File: config.mk
export PLATFORM = sky130hd
export DESIGN_NAME = fp_mult_pipe
export DESIGN_NICKNAME = d
export VERILOG_FILES = /design/src/rtl/fp_mult_pipe.sv
export SDC_FILE = /design/constraint.sdc
export NUM_CORES = 1
export LEC_CHECK = 0
export BUFFER_PORTS_ARGS = -buffer_cell sky130_fd_sc_hd__buf_2
export CAP_MARGIN = 20
export CELL_PAD_IN_SITES_DETAIL_PLACEMENT = 1
export CELL_PAD_IN_SITES_GLOBAL_PLACEMENT = 2
export CORE_UTILIZATION = 42
export DETAILED_ROUTE_END_ITERATION = 12
export GPL_TIMING_DRIVEN = 0
export PLACE_DENSITY = 0.85
export SLEW_MARGIN = 20
export SYNTH_ARGS = -nofsm -noshare
export SYNTH_HDL_FRONTEND = slang
export SYNTH_SLANG_ARGS = --single-unit
export TNS_END_PERCENT = 30
File: constraint.sdc
create_clock -name clk -period 11.7 [get_ports clk]
set_clock_uncertainty 0.15 [all_clocks]
set_input_delay 1.17 -clock clk [delete_from_list [all_inputs] [get_ports clk]]
set_output_delay 1.17 -clock clk [all_outputs]
set_load 0.1 [all_outputs]
File: src/rtl/fp_mult_pipe.sv
// fp_mult_pipe: 3-stage IEEE-754 multiplier (binary16 by default)
// with four rounding modes, special values, flags and valid/ready flow.
module fp_mult_pipe #(
  parameter int EXPW = 5,
  parameter int MANW = 10,
  localparam int W = 1 + EXPW + MANW
) (
  input  logic         clk,
  input  logic         reset,
  input  logic         in_valid,
  output logic         in_ready,
  input  logic [W-1:0] x,
  input  logic [W-1:0] y,
  input  logic         negp,
  input  logic [1:0]   roundmode,
  output logic         out_valid,
  input  logic         out_ready,
  output logic [W-1:0] product,
  output logic [3:0]   flags
);

  localparam int EW = EXPW + 2;
  localparam int PW = 2 * MANW + 2;
  localparam int BIAS = 2 ** (EXPW - 1) - 1;
  localparam logic signed [EW-1:0] EMAX = EW'(2 ** EXPW - 1);
  localparam logic signed [EW-1:0] EZERO = '0;

  logic advance;
  assign advance = ~out_valid | out_ready;
  assign in_ready = advance;

  // ---- S1: unpack, classify, sign ----
  logic [EXPW-1:0] xe, ye;
  logic [MANW-1:0] xf, yf;
  logic xz, yz, xi, yi, xn, yn, xs, ys, sgn, inv;
  assign xe = x[W-2:MANW];
  assign ye = y[W-2:MANW];
  assign xf = x[MANW-1:0];
  assign yf = y[MANW-1:0];
  assign xz = (xe == '0);
  assign yz = (ye == '0);
  assign xi = (xe == '1) && (xf == '0);
  assign yi = (ye == '1) && (yf == '0);
  assign xn = (xe == '1) && (xf != '0);
  assign yn = (ye == '1) && (yf != '0);
  assign xs = xn & ~xf[MANW-1];
  assign ys = yn & ~yf[MANW-1];
  assign sgn = x[W-1] ^ y[W-1] ^ negp;
  assign inv = (xz & yi) | (xi & yz);

  logic sp;
  logic [W-1:0] sp_res;
  logic [3:0] sp_flg;

  // Special-value result, resolved in priority order
  always_comb begin
    sp = 1'b0;
    sp_res = '0;
    sp_flg = '0;
    if (xn | yn | inv) begin
      sp = 1'b1;
      sp_res = {1'b0, {EXPW{1'b1}}, 1'b1, {(MANW-1){1'b0}}};
      sp_flg = {xs | ys | inv, 3'b000};
    end else if (xi | yi) begin
      sp = 1'b1;
      sp_res = {sgn, {EXPW{1'b1}}, {MANW{1'b0}}};
    end else if (xz | yz) begin
      sp = 1'b1;
      sp_res = {sgn, {(W-1){1'b0}}};
    end
  end

  logic v1, sgn1, sp1;
  logic [W-1:0] spr1;
  logic [3:0] spf1;
  logic [MANW:0] ma1, mb1;
  logic [EXPW-1:0] ex1, ey1;
  logic [1:0] rm1;

  logic v2, sgn2, sp2;
  logic [W-1:0] spr2;
  logic [3:0] spf2;
  logic [PW-1:0] p2;
  logic signed [EW-1:0] e2;
  logic [1:0] rm2;

  // ---- S3: normalise, round, pack ----
  logic norm, g, s, up, uf, of, to_inf;
  logic [PW-2:0] pn;
  logic [MANW-1:0] kept;
  logic [MANW:0] mr;
  logic signed [EW-1:0] en, er;
  logic [W-1:0] res;
  logic [3:0] flg;

  assign norm = p2[PW-1];
  assign pn = norm ? p2[PW-2:0] : {p2[PW-3:0], 1'b0};
  assign kept = pn[PW-2:MANW+1];
  assign g = pn[MANW];
  assign s = |pn[MANW-1:0];
  assign en = e2 + {{(EW-1){1'b0}}, norm};

  // Round-up decision for the selected mode
  always_comb begin
    up = 1'b0;
    unique case (rm2)
      2'b00: up = 1'b0;
      2'b01: up = g & (s | kept[0]);
      2'b10: up = (g | s) & sgn2;
      2'b11: up = (g | s) & ~sgn2;
      default: up = 1'b0;
    endcase
  end

  assign mr = {1'b0, kept} + {{MANW{1'b0}}, up};
  assign er = en + {{(EW-1){1'b0}}, mr[MANW]};
  assign uf = (en <= EZERO);
  assign of = (er >= EMAX);
  assign to_inf = (rm2 == 2'b01) | ((rm2 == 2'b11) & ~sgn2) |
                  ((rm2 == 2'b10) & sgn2);

  // Final result and flag selection
  always_comb begin
    res = '0;
    flg = '0;
    if (sp2) begin
      res = spr2;
      flg = spf2;
    end else if (uf) begin
      res = {sgn2, {(W-1){1'b0}}};
      flg = 4'b0011;
    end else if (of) begin
      flg = 4'b0101;
      if (to_inf)
        res = {sgn2, {EXPW{1'b1}}, {MANW{1'b0}}};
      else
        res = {sgn2, {(EXPW-1){1'b1}}, 1'b0, {MANW{1'b1}}};
    end else begin
      res = {sgn2, er[EXPW-1:0], mr[MANW-1:0]};
      flg = {3'b000, g | s};
    end
  end

  // Whole pipeline shifts in lockstep on advance
  always_ff @(posedge clk or posedge reset) begin
    if (reset) begin
      v1 <= 1'b0;
      sgn1 <= 1'b0;
      sp1 <= 1'b0;
      spr1 <= '0;
      spf1 <= '0;
      ma1 <= '0;
      mb1 <= '0;
      ex1 <= '0;
      ey1 <= '0;
      rm1 <= '0;
      v2 <= 1'b0;
      sgn2 <= 1'b0;
      sp2 <= 1'b0;
      spr2 <= '0;
      spf2 <= '0;
      p2 <= '0;
      e2 <= '0;
      rm2 <= '0;
      out_valid <= 1'b0;
      product <= '0;
      flags <= '0;
    end else if (advance) begin
      v1 <= in_valid;
      sgn1 <= sgn;
      sp1 <= sp;
      spr1 <= sp_res;
      spf1 <= sp_flg;
      ma1 <= {1'b1, xf};
      mb1 <= {1'b1, yf};
      ex1 <= xe;
      ey1 <= ye;
      rm1 <= roundmode;
      v2 <= v1;
      sgn2 <= sgn1;
      sp2 <= sp1;
      spr2 <= spr1;
      spf2 <= spf1;
      p2 <= PW'(ma1) * PW'(mb1);
      e2 <= {2'b00, ex1} + {2'b00, ey1} - EW'(BIAS);
      rm2 <= rm1;
      out_valid <= v2;
      product <= res;
      flags <= flg;
    end
  end

endmodule

-- After elaboration in Yosys (flattened, before gate mapping)
Cells that the tools add are included.
- register bits: 132
- latch bits: 0
- RAM bits: 0
- bits in read-only memories: 0
- input port bits: 39
- output and inout bits: 22
- word-level logic and storage cells: 89
- memories: 0
- add/subtract/negate cells: 5
- multipliers: 1
- div/mod/pow operators: 0
- $lt $le $gt $ge: 2
- equality and inequality tests: 5
- shifts and indexed selects: 0
- mux-type cells: 16
- bitwise operators: 27
- reduce and logical (&&, ||, !) cells: 12
- operators by type and width (kind ; count):
    $mux 16 ; 4
    $mux 15 ; 2
    $mul 11x11->22 ; 1
    $mux 21 ; 1
    $logic_not 10->1 ; 2
    $reduce_bool 10->1 ; 2
    $add 7x1->7 ; 2
    $or 1x1->1 ; 12
    $add 10x1->11 ; 1
    $mux 11 ; 1
    $eq 5x5->1 const B ; 2
    $logic_not 5->1 ; 2
    $reduce_or 10->1 ; 1
    $and 1x1->1 ; 9
    $mux 4 ; 2
    $ge 7x6->1 const B ; 1
    $le 7x1->1 const B ; 1
    $sub 6x4->7 const B ; 1
    $add 5x5->6 ; 1
    $mux 3 ; 2
    $eq 2x2->1 const B ; 2
    $logic_and 1x1->1 ; 4
    $not 1->1 ; 4
    $pmux 1 s4 ; 1
    other kinds (4) ; 7

-- Longest topological paths before layout
- depth after elaboration: 11
- gate-level depth with buffers: 23
- depth with buffers taken out: 20

-- Worst setup path before layout
OpenSTA, ideal clock, no wires.
- path kind: register to register
- start point: reg ma1[10]
- end point: reg p2[21]
- setup time: 0.137 ns
- arrival time: 5.083 ns
- required time: 11.413 ns
- path slack: 6.330 ns
- stages on the path, launching flop included: 21
- buffers on the path: 2
- period minus slack after synthesis: 5.370 ns
- path through: dfrtp_1 -> clkbuf_1 -> and2_1 -> fa_1 -> inv_1 -> fa_1 -> inv_1 -> fa_1 -> fa_1 -> inv_1 -> fa_1 -> inv_1 -> ha_1 -> clkbuf_1 -> a21oi_1 -> o21ai_0 -> a221o_1 -> a31oi_1 -> o21ai_0 -> xnor2_1 -> a21oi_1
- cells in the longest elaborated chain, start to end: 1
- RTL lines (element ; line ; source):
    start: declaration ; 76 ; logic [MANW:0] ma1, mb1;
    start signal: assignment ; 174 ; ma1 <= {1'b1, xf};
    $mul 11x11->22 ; 184 ; p2 <= PW'(ma1) * PW'(mb1);
    end signal: assignment ; 184 ;
    end: declaration ; 83 ; logic [PW-1:0] p2;
No other way between the ends.
A chain may end at the register's enable or synchronous reset.

-- Worst setup path after layout
- start point: reg ma1[8]
- end point: reg p2[21]
The elaborated chain is that of the path after synthesis.

==> summary.txt <==
outcome = finished, final reports clean
clock latency on the worst-skew pair = 360 ps
drt pass-1 iters = 4
unrepaired setup endpoints after global routing = false
f_max = 0.157 GHz
Post-CTS Setup Bufs = 0
flop and latch count out of synthesis = 99
antenna violations before repair = 0
total track usage = 23.7%
Die Area = 0.0223 mm2
endpoints failing setup = 0
MaxCap Viol Count = 0
CP max stage delay = 600 ps
period utilization = 54.3%
DP HPWL = 19.8 mm
Port Buffer Count = 60
commonest non-fill, non-tap cell in the layout = nand2_1
Routed WL = 24.8 mm
vias in the first global route = 7747
asr flop ratio synth = 100%
# fillers = 2582
Worst Hold Class = flip-flop to flip-flop
most frequent CP cell = fa_1
vias post-DR = 7425
Avg Inst Size Synth = 8.60 um2
CTS max path bufs = 2
grt total ovfl = 0
Synthesized Nets = 1255
post-cts resize count = 0
Post-Syn Area = 0.00910 mm2
core area = 0.0212 mm2
Critical Path AT = 6390 ps
most frequent cells in the layout = nand2_1 (257), inv_1 (129), dfrtp_1 (99), fa_1 (81), ha_1 (76)
largest net degree at the start of global routing = 61
Setup crit end kind = flip-flop
share of the synthesized area in the top cell type = 27.2%
kind of critical path = flip-flop to flip-flop
slew at the pin with the worst max-slew slack = 819 ps
first-pass GRT wire length = 40.7 mm
CTS Buf Count = 9
Die H = 149 um
Final min period = 6360 ps
number of remaining DRC errors = 0
Gate Count Post-Synth = 1059
antenna cells = 0
Post-synth EDFFs = 0
Antenna Nets Post-Route = 0
Placer Congestion = 0.811
Slew HR = 45.4%
Final nets = 1327
CTS tree = yes
Cell variety after synth = 62
CP max-delay cell = clkbuf_1
Ys Warns = 0
Seq/Total Area, Yosys = 27.2%
Via density = 5.26
Root Driver = clkbuf_16
clock transition at the registers of the reported paths = 80 ps
FP Rows = 53
register area = 0.00248 mm2
Setup TNS = 0 ps
layout cells sized above 1 = 9.15%
htree depth = 3
Main synth FF type = dfrtp_1
Top Ports = 61
die width = 149 um
Req. time, crit path = 11740 ps
Multi-input gate area = 0.00587 mm2
ordered list of cells on the worst path = clkbuf_1, nand2_1, fa_1, inv_1, fa_1, fa_1, fa_1, inv_1, fa_1, inv_1, ha_1, clkbuf_1, a21oi_1, o21ai_0, a221o_1, a31oi_1, o21ai_0, xnor2_1, a21oi_1
Synth area leader = dfrtp_1
Crit Path Max Fanout = 10
CTS Hold Bufs = 0
fin. max-slew vios = 0
Routed WL per cell = 17.6 um
layout overhead on the synthesized area = 10.9%
critical path startpoint category = flip-flop
Initial Util = 43.0%
final hold violation count = 0
CTS Sinks = 99
1st-iter DRT viols = 338
ranking of synthesized cells by area = dfrtp_1 (27%), fa_1 (18%), nand2_1 (11%)
layout make-up:
class | count | share of cell area, %
clock inverters | 7 | 0.929
well taps | 275 | 3.41
inverters | 130 | 4.88
plain buffers | 60 | 2.68
flip-flops and latches | 99 | 24.5
repair buffers | 61 | 3.25
multi-input cells | 770 | 58.1
clock buffers | 9 | 2.23
path summary, 6_finish.rpt:
path,startpoint,end,slack [ps],depth (start not counted)
worst min register to register,v2,v2,310,2
max in group asynchronous,reset,p2[11],10090,3
worst min-delay path,v2,v2,310,2
min in group asynchronous,reset,ex1[3],660,2
worst max-delay path,ma1[8],p2[21],5340,19
worst max register to register,ma1[8],p2[21],5340,19
per-stage QoR:
step | hold slack (ps) | utilization [%] | setup WS, ps | cells | area, um2
after global routing | 340 | 47.7 | 5100 | 1411 | 10100
after detailed placement | 305 | 46.2 | 5430 | 1395 | 9780
after CTS | 322 | 47.7 | 5400 | 1411 | 10100
after floorplan | 280 | - | 6330 | 1059 | 9100
after global placement | 290 | 46.1 | 5530 | 1394 | 9750
final | 314 | 47.7 | 5340 | 1411 | 10100
kinds of logic after synthesis:
kind of cell             share of synthesized area [%]
adder cells (fa/ha/maj)                           28.3
multiplexers                                      1.03
XOR/XNOR                                          3.92
flip-flops                                        27.2
AO/OA/AOI/OAI                                     10.6
buffers and inverters                             8.33
AND/OR/NAND/NOR                                   20.7
cells in the mapped netlist, types with 3 or more instances:
master,number
nand2_1,257
inv_1,130
dfrtp_1,99
fa_1,81
ha_1,76
and2_1,51
clkbuf_1,50
a21oi_1,42
nor2_1,41
o21ai_0,31
xnor2_1,24
nand3_1,17
xor2_1,13
o21a_1,9
a21o_1,7
and3_1,7
nor3_1,7
o21ai_1,7
a31oi_1,6
mux2i_1,6
nor2b_1,6
a211oi_1,5
a32oi_1,5
nand3b_1,5
nor4_1,5
o211ai_2,5
o31ai_1,5
a311oi_1,4
buf_6,4
nand2b_1,4
o2111ai_1,4
buf_2,3
buf_4,3
mux2_2,3
nor3b_1,3
or4_1,3
routing by layer:
| layer | vias to the layer above | wire (um) | track usage, % |
|---|---|---|---|
| li1 | 3542 | - | - |
| met1 | 3743 | 12100 | 33.5 |
| met2 | 120 | 11700 | 39.0 |
| met3 | 20 | 771 | 2.97 |
| met4 | 0 | 262 | 4.85 |
| met5 | - | 0 | 0 |
sequential cells by signal, indices dropped and copies added (netlist names), 2 cells and up:
name and count:
e2 7, ex1 5, ey1 5, flags 4, ma1 11, mb1 10, p2 22, product 16
rm1 2, rm2 2, spr1 3, spr2 3
worst max-delay path: cells and delay by family (launching register included):
| kind | cells | cell delay (ps) |
|---|---|---|
| buffers and inverters | 5 | 950 |
| AND/OR/NAND/NOR | 1 | 180 |
| flip-flops | 1 | 370 |
| XOR/XNOR | 1 | 300 |
| adder cells (fa/ha/maj) | 6 | 2950 |
| AO/OA/AOI/OAI | 6 | 1270 |
Power is left out: the tool's default activity adds up to more than one toggle a clock period on the data nets, which glitch-free logic cannot reach.
